--- src/rtl/if_id_buf_pkg.sv ---
// Shared definitions for the IF/ID instruction buffer: code window, control-transfer
// encodings, exception codes and the buffered entry layout.
package if_id_buf_pkg;

   // Code segment: `origin and `code_addr (segment size) give the legal fetch window.
   localparam logic [31:0] ORIGIN      = 32'h0000_3000;
   localparam logic [31:0] CODE_ADDR   = 32'h0000_4000;
   localparam logic [31:0] CODE_LO_DEF = ORIGIN;
   localparam logic [31:0] CODE_HI_DEF = ORIGIN + CODE_ADDR - 32'd4;

   localparam logic [5:0] OP_SPECIAL = 6'h00;
   localparam logic [5:0] OP_REGIMM  = 6'h01;
   localparam logic [5:0] OP_J       = 6'h02;
   localparam logic [5:0] OP_JAL     = 6'h03;
   localparam logic [5:0] OP_BEQ     = 6'h04;
   localparam logic [5:0] OP_BNE     = 6'h05;
   localparam logic [5:0] OP_BLEZ    = 6'h06;
   localparam logic [5:0] OP_BGTZ    = 6'h07;
   localparam logic [5:0] FN_JR      = 6'h08;
   localparam logic [5:0] FN_JALR    = 6'h09;

   localparam logic [4:0] EXC_NONE = 5'd0;
   localparam logic [4:0] EXC_ADEL = 5'd4;

   typedef struct packed {
      logic [31:0] pc;
      logic [31:0] instr;
      logic        bd;
      logic [4:0]  exc;
   } entry_t;

endpackage

--- src/rtl/if_id_buf_ctl_xfer_dec.sv ---
// Combinational control-transfer detector (branches, jumps, jr/jalr); shared with
// the ID-stage hazard unit.
module ctl_xfer_dec
   import if_id_buf_pkg::*;
(
   input  logic [5:0] op,
   input  logic [5:0] funct,
   output logic       is_xfer
);

   always_comb begin
      is_xfer = 1'b0;
      case (op)
         OP_REGIMM, OP_J, OP_JAL, OP_BEQ, OP_BNE, OP_BLEZ, OP_BGTZ: is_xfer = 1'b1;
         OP_SPECIAL: is_xfer = (funct == FN_JR) || (funct == FN_JALR);
         default:    is_xfer = 1'b0;
      endcase
   end

endmodule

--- src/rtl/if_id_buf.sv ---
// IF/ID instruction buffer: DEPTH-entry FIFO between fetch and decode that tags each
// entry with its delay-slot flag and fetch-address exception.
module if_id_buf
   import if_id_buf_pkg::*;
#(
   parameter int          DEPTH   = 2,
   parameter logic [31:0] CODE_LO = CODE_LO_DEF,
   parameter logic [31:0] CODE_HI = CODE_HI_DEF
)(
   input  logic        clk,
   input  logic        rst,
   input  logic        f_valid,
   input  logic [31:0] f_pc,
   input  logic [31:0] f_instr,
   output logic        f_ready,
   input  logic        flush,
   input  logic        d_ready,
   output logic        d_valid,
   output logic [31:0] d_pc,
   output logic [31:0] d_instr,
   output logic        d_bd,
   output logic [4:0]  d_exc
);

   localparam int           AW   = $clog2(DEPTH);
   localparam logic [AW:0]  FULL = (AW+1)'(DEPTH);

   entry_t          mem [DEPTH];
   entry_t          wr_ent;
   entry_t          head;
   logic [AW-1:0]   wptr;
   logic [AW-1:0]   rptr;
   logic [AW:0]     count;
   logic            last_jmp;
   logic            clr;
   logic            enq;
   logic            deq;
   logic            adel;
   logic            is_xfer;

   // Ready/valid depend only on registered count, so d_ready never reaches f_ready.
   assign f_ready = (count < FULL);
   assign d_valid = (count != '0);
   assign clr     = rst || flush;
   assign enq     = f_valid && f_ready && !clr;
   assign deq     = d_valid && d_ready && !clr;

   ctl_xfer_dec u_dec (
      .op      (f_instr[31:26]),
      .funct   (f_instr[5:0]),
      .is_xfer (is_xfer)
   );

   // A faulting fetch keeps its PC for EPC but becomes a nop.
   always_comb begin
      adel         = (f_pc[1:0] != 2'b00) || (f_pc < CODE_LO) || (f_pc > CODE_HI);
      wr_ent.pc    = f_pc;
      wr_ent.instr = adel ? 32'h0 : f_instr;
      wr_ent.bd    = last_jmp;
      wr_ent.exc   = adel ? EXC_ADEL : EXC_NONE;
   end

   always_ff @(posedge clk) begin
      if (clr) begin
         wptr     <= '0;
         rptr     <= '0;
         count    <= '0;
         last_jmp <= 1'b0;
      end else begin
         if (enq) begin
            wptr     <= wptr + 1'b1;
            last_jmp <= is_xfer && !adel;
         end
         if (deq)
            rptr <= rptr + 1'b1;
         case ({enq, deq})
            2'b10:   count <= count + 1'b1;
            2'b01:   count <= count - 1'b1;
            default: count <= count;
         endcase
      end
   end

   always_ff @(posedge clk) begin
      if (enq)
         mem[wptr] <= wr_ent;
   end

   assign head    = mem[rptr];
   assign d_pc    = d_valid ? head.pc    : 32'h0;
   assign d_instr = d_valid ? head.instr : 32'h0;
   assign d_bd    = d_valid ? head.bd    : 1'b0;
   assign d_exc   = d_valid ? head.exc   : EXC_NONE;

endmodule

--- config.mk ---
export PLATFORM = sky130hd
export DESIGN_NAME = if_id_buf
export DESIGN_NICKNAME = d
export VERILOG_FILES = /design/src/rtl/if_id_buf_pkg.sv /design/src/rtl/if_id_buf_ctl_xfer_dec.sv /design/src/rtl/if_id_buf.sv
export SDC_FILE = /design/constraint.sdc
export NUM_CORES = 1
export LEC_CHECK = 0
export BUFFER_PORTS_ARGS = -buffer_cell sky130_fd_sc_hd__buf_2
export CORE_ASPECT_RATIO = 1.1
export CORE_MARGIN = 2
export CORE_UTILIZATION = 30
export DETAILED_ROUTE_END_ITERATION = 10
export GPL_TIMING_DRIVEN = 0
export PLACE_DENSITY = 0.55
export SYNTH_ARGS = -nofsm -noshare
export SYNTH_HDL_FRONTEND = slang
export SYNTH_HIERARCHICAL = 1
export SYNTH_SLANG_ARGS = --single-unit
--- constraint.sdc ---
create_clock -name clk -period 9.15 [get_ports clk]
set_input_delay 0.4575 -clock clk [delete_from_list [all_inputs] [get_ports clk]]
set_output_delay 0.4575 -clock clk [all_outputs]
set_load 0.03 [all_outputs]
======== After elaboration in Yosys (flattened, before gate mapping) ========
Memories as Yosys holds them, arrays and structs flattened. A register that Yosys moved wholly into a read port is not among the register bits.
Cells that the tools add are included.
storage, ports and cells
  register bits ........................... 5
  output and inout bits ................... 72
  bits of input ports ..................... 69
  word-level logic and storage cells ...... 51
  memories kept ........................... 1
  RAM bits ................................ 136
memories
  name  words  width  rd ports  clocked after memory_dff  wr ports  RTL line         RTL
  mem   2      68     1         1                         1         if_id_buf.sv:28  entry_t mem [DEPTH];
operators by class
  equality and inequality tests ........... 11
  $lt $le $gt $ge ......................... 3
  reduce and logical (&&, ||, !) cells .... 16
  multiplexer cells ....................... 12
  $add $sub $neg .......................... 4
operators with widths
  cell                                                              count
  two-way mux 32 bit                                                3
  greater-than comparator 32 x 15 -> 1 bit (second input constant)  1
  less-than comparator 32 x 14 -> 1 bit (second input constant)     1
  equality test 6 x 3 -> 1 bit (second input constant)              4
  equality test 6 x 2 -> 1 bit (second input constant)              2
  equality test 6 x 4 -> 1 bit (second input constant)              2
  OR reduction 7 bit                                                1
  equality test 6 x 1 -> 1 bit (second input constant)              1
  zero test 6 bit                                                   1
  nonzero test 2 bit                                                3
  logical AND 1 bit                                                 5
  two-way mux 1 bit                                                 5
  two-way mux 5 bit                                                 1
  logical OR 1 bit                                                  4
  case mux 2 bit (2 select lines)                                   1
  two-way mux 3 bit                                                 1
  adder 1 bit (second input constant)                               2
  adder 2 x 1 -> 2 bit (second input constant)                      1
  equality test 2 x 1 -> 1 bit (second input constant)              1
  equality test 2 bit (second input constant)                       1
  zero test 1 bit                                                   2
  less-than comparator 2 bit (second input constant)                1
  case mux 1 bit (2 select lines)                                   1
  subtractor 2 x 1 -> 2 bit (second input constant)                 1

======== Logic depth before layout (Yosys ltp) ========
  depth after elaboration ................. 5
  depth in mapped cells ................... 8
  gate-level depth less buffers ........... 8

======== By module ========
The synthesis kept the hierarchy.
by module, submodules not included
  module        cells each  times used  seq. area each (µm²)  area each (µm²)
  if_id_buf     362         1           4083.9                5546.6
  ctl_xfer_dec  4           1           0.0                   32.5

======== Worst setup path after synthesis ========
No wires, ideal clock.
  path type ............................... in2reg
  start ................................... input port f_valid
  end ..................................... memory mem[0][10] in the netlist's numbering, enable pin
  path slack .............................. 5.059 ns
  required time ........................... 8.660 ns
  stages .................................. 3
  setup time .............................. 0.490 ns
  arrival time ............................ 3.601 ns
  buffers on the path ..................... 0
  cell sequence ........................... nor2b_1 -> nand2_1 -> nor2_1
between the ends
  word-level cells in the longest chain between the ends .. 4
RTL lines
  item                                     RTL line         RTL
  start: declaration                       if_id_buf.sv:12  input logic f_valid,
  logical AND 1 bit (2 in series)          if_id_buf.sv:45  assign enq = f_valid && f_ready && !clr;
  two-way mux 1 bit                        if_id_buf.sv:85  if (enq)
  two-way mux 1 bit (not written as such)  if_id_buf.sv:86  mem[wptr] <= wr_ent;
  end: declaration                         if_id_buf.sv:28
No other way between the ends.

======== Worst setup path after layout ========
  start ................................... register count[1]
  end ..................................... output port d_instr[26]
between the ends
  word-level cells in the longest chain between the ends .. 2
RTL lines
  item                      RTL line         RTL
  start: declaration        if_id_buf.sv:33  logic [AW:0] count;
  start signal: assignment  if_id_buf.sv:77  2'b10: count <= count + 1'b1;
  start signal: assignment  if_id_buf.sv:78  2'b01: count <= count - 1'b1;
  start signal: assignment  if_id_buf.sv:79  default: count <= count;
  nonzero test 2 bit        if_id_buf.sv:43  assign d_valid = (count != '0);
  two-way mux 32 bit        if_id_buf.sv:91  assign d_instr = d_valid ? head.instr : 32'h0;
  end: declaration          if_id_buf.sv:20  output logic [31:0] d_instr,
No other way between the ends.

==> results.py <==
metrics = {
    "worst_setup_path": {
        "required_ps": 8690,
        "path_class": "reg2out",
        "reg2reg_depth": 3,
        "end_kind": "output pin",
        "start_kind": "flip-flop",
        "path_max_fanout": 10,
        "cp.arrival_ps": 2090,
    },
    "yosys": {
        "yosysUniqueCellTypes": 31,
        "syn_inst": 366,
        "synth_seq_cells": 138,
        "syn_area_sq_um": 5580,
        "ys_seq_area_share_pct": 73.2,
        "synth.avg_cell_area_sq_um": 15.2,
        "yosysWarnings": 6,
    },
    "timing": {
        "tightestPinTransition_ps": 509,
        "finalHoldViolCount": 0,
        "setup_ws_ps": 6600,
        "fin_crit_sh_pct": 27.8,
        "rsz0062_at_grt": "no",
        "setup_tns_ps": 0,
        "drv_slew": 0,
        "max_slew_margin_pct": 66.0,
        "period_minus_slack_ps": 2550,
        "max_clock_freq_mhz": 392,
        "setup_viol": 0,
        "finalClockSkew_ps": 5.59,
    },
    "clocking": {
        "cts_tree": "built",
        "ctsHtreeMaxLevel": 4,
        "clock_path_buffers": 2,
        "numCtsBuffers": 17,
        "cts-root-buf": "clkbuf_16",
        "cts.sink_count": 138,
        "cts-hold-fix-buffers": 0,
        "cts_resized": 0,
        "clk_latency_ps": 410,
        "clk_pin_slew_ps": 60,
        "post_cts_buffers": 0,
    },
    "layout": {
        "area_delta_synth_final_pct": 29.9,
        "nets": 597,
        "post-route-util_pct": 39.5,
        "drive_gt1_share_pct": 35.0,
        "insertedDiodeCount": 0,
    },
    "floorplanning": {
        "die_w_microns": 134,
        "coreArea_sq_um": 18300,
        "dieHeight_microns": 147,
        "top_level_ports": 141,
        "start_util_pct": 30.4,
        "die-area_sq_um": 19700,
        "rows": 52,
    },
    "route": {
        "post_drt_wl_per_cell_microns": 15.4,
        "drc": 0,
        "antenna_left": 0,
        "drt-total-wl_microns": 12100,
        "routed_via_density": 4.35,
        "drt_iter0_drc": 106,
        "first_pass_iters": 4,
        "vias": 3405,
    },
    "placement": {
        "gp_congestion": 0.691,
        "dpl.hpwl_microns": 8180,
        "dp_slack_ps": 6970,
        "numPortBuffers": 136,
    },
    "min_path": {
        "hp-class": "in2reg",
        "hold_depth": 1,
    },
    "global_routing": {
        "grt_antenna_before_repair": 0,
        "grt_pass1_vias": 3733,
        "track_usage_pct": 13.0,
        "grt_pass1_wl_microns": 19400,
        "grt_max_degree": 37,
        "grt-ovfl-total": 0,
    },
    "status": {
        "status": "complete, no violations",
    },
    "job": {
        "maxCapViolCount": 0,
    },
    "power_and_ir_drop": {
        "powerDensity_nw_per_um2": 202,
        "p_leak_nw": 2.79,
        "peakVddDrop_uv": 109,
    },
}
-- per-stage QoR --
stage / area (sq um) / hold slack [ps] / power [mW] / cells
2_1_floorplan: 5590 / 418 / 0.752 / 369
3_3_place_gp: 6580 / 436 / 0.782 / 748
3_5_place_dp: 6650 / 461 / 0.785 / 751
4_1_cts: 7250 / 212 / 1.49 / 783
5_1_grt: 7250 / 207 / 1.52 / 783
6_report: 7250 / 237 / 1.46 / 783
-- state kept, by name (all words and copies together) (netlist names), named ones only --
signal,flops
rptr,1
last_jmp,1
wptr,1
mem,132
count,2
-- worst paths after layout --
check | to | start | slack [ps]
max | d_instr[26] | count[1] | 6600
min | mem[0][38] | f_pc[2] | 240
max reg2reg | mem[1][29] | count[1] | 7240
min reg2reg | mem[1][3] | last_jmp | 470
-- cells in the final DEF (no fill, tap or decap), drive strengths merged, types with 2 or more instances in the layout --
| cell | n |
|---|---|
| mux2i | 66 |
| clkbuf | 21 |
| conb | 4 |
| buf | 158 |
| dfxtp | 6 |
| xnor2 | 2 |
| nor4 | 4 |
| nor3 | 4 |
| and2 | 32 |
| edfxtp | 132 |
| xor2 | 3 |
| clkinvlp | 3 |
| nor2 | 74 |
| inv | 6 |
| nand2 | 4 |
| clkinv | 6 |
| bufinv | 3 |
-- metal layers --
metal / track usage [%] / part of all wire (%)
met5: 0 / 0
met1: 15.4 / 44
met4: 4.21 / 0.89
met3: 4.28 / 4.8
met2: 22.2 / 50
-- cells by family after synthesis --
logic type / count (synthesis) / synth area share (%)
AO/OA/AOI/OAI: 4 / 0.538
XOR/XNOR: 5 / 0.785
adder cells (fa/ha/maj): 1 / 0.224
buffers and inverters: 26 / 2.60
flip-flops: 138 / 73.2
multiplexers: 66 / 11.8
other: 1 / 0.0672
AND/OR/NAND/NOR: 125 / 10.7
-- critical path: stages, from the launching register on --
cell	delay, ps
dfxtp_1	340
nor2_1	240
buf_2	330
buf_1	440
nor2_1	130
buf_2	200
-- cell usage after synthesis --
cell type / instances / area (sq um)
a2111oi_1: 1 / 10.0
a21oi_1: 1 / 5.00
a41o_1: 1 / 10.0
and2_1: 32 / 200
and3_1: 1 / 6.26
buf_1: 4 / 15.0
buf_2: 8 / 40.0
buf_4: 4 / 30.0
buf_6: 3 / 33.8
clkbuf_1: 4 / 15.0
conb_1: 1 / 3.75
dfxtp_1: 6 / 120
edfxtp_1: 132 / 3960
ha_1: 1 / 12.5
inv_1: 3 / 11.3
mux2i_1: 66 / 661
nand2_1: 4 / 15.0
nand3_1: 1 / 5.00
nand3b_1: 1 / 7.51
nor2_1: 74 / 278
nor2b_1: 1 / 6.26
nor3_1: 2 / 10.0
nor3_2: 1 / 10.0
nor3_4: 1 / 16.3
nor3b_1: 1 / 7.51
nor4_1: 4 / 25.0
o21ai_0: 1 / 5.00
or2_2: 1 / 6.26
or3_1: 1 / 6.26
xnor2_1: 2 / 17.5
xor2_1: 3 / 26.3
-- area by class of cell --
type / instances / area, sq um
multi-input combinational: 205 / 1370
buffer: 23 / 134
fill: 1803 / 11100
sequential: 138 / 4080
tap: 243 / 304
clock inverter: 15 / 174
clock buffer: 17 / 425
inverter: 3 / 11.3
timing repair buffer: 139 / 741
-- report_power, final --
group / switching, mW / internal, mW / total, mW
clock network: 0.264 / 0.429 / 0.693
registers: 0.00296 / 0.700 / 0.703
logic: 0.0419 / 0.0249 / 0.0668
(Power assumes the default switching activity.)
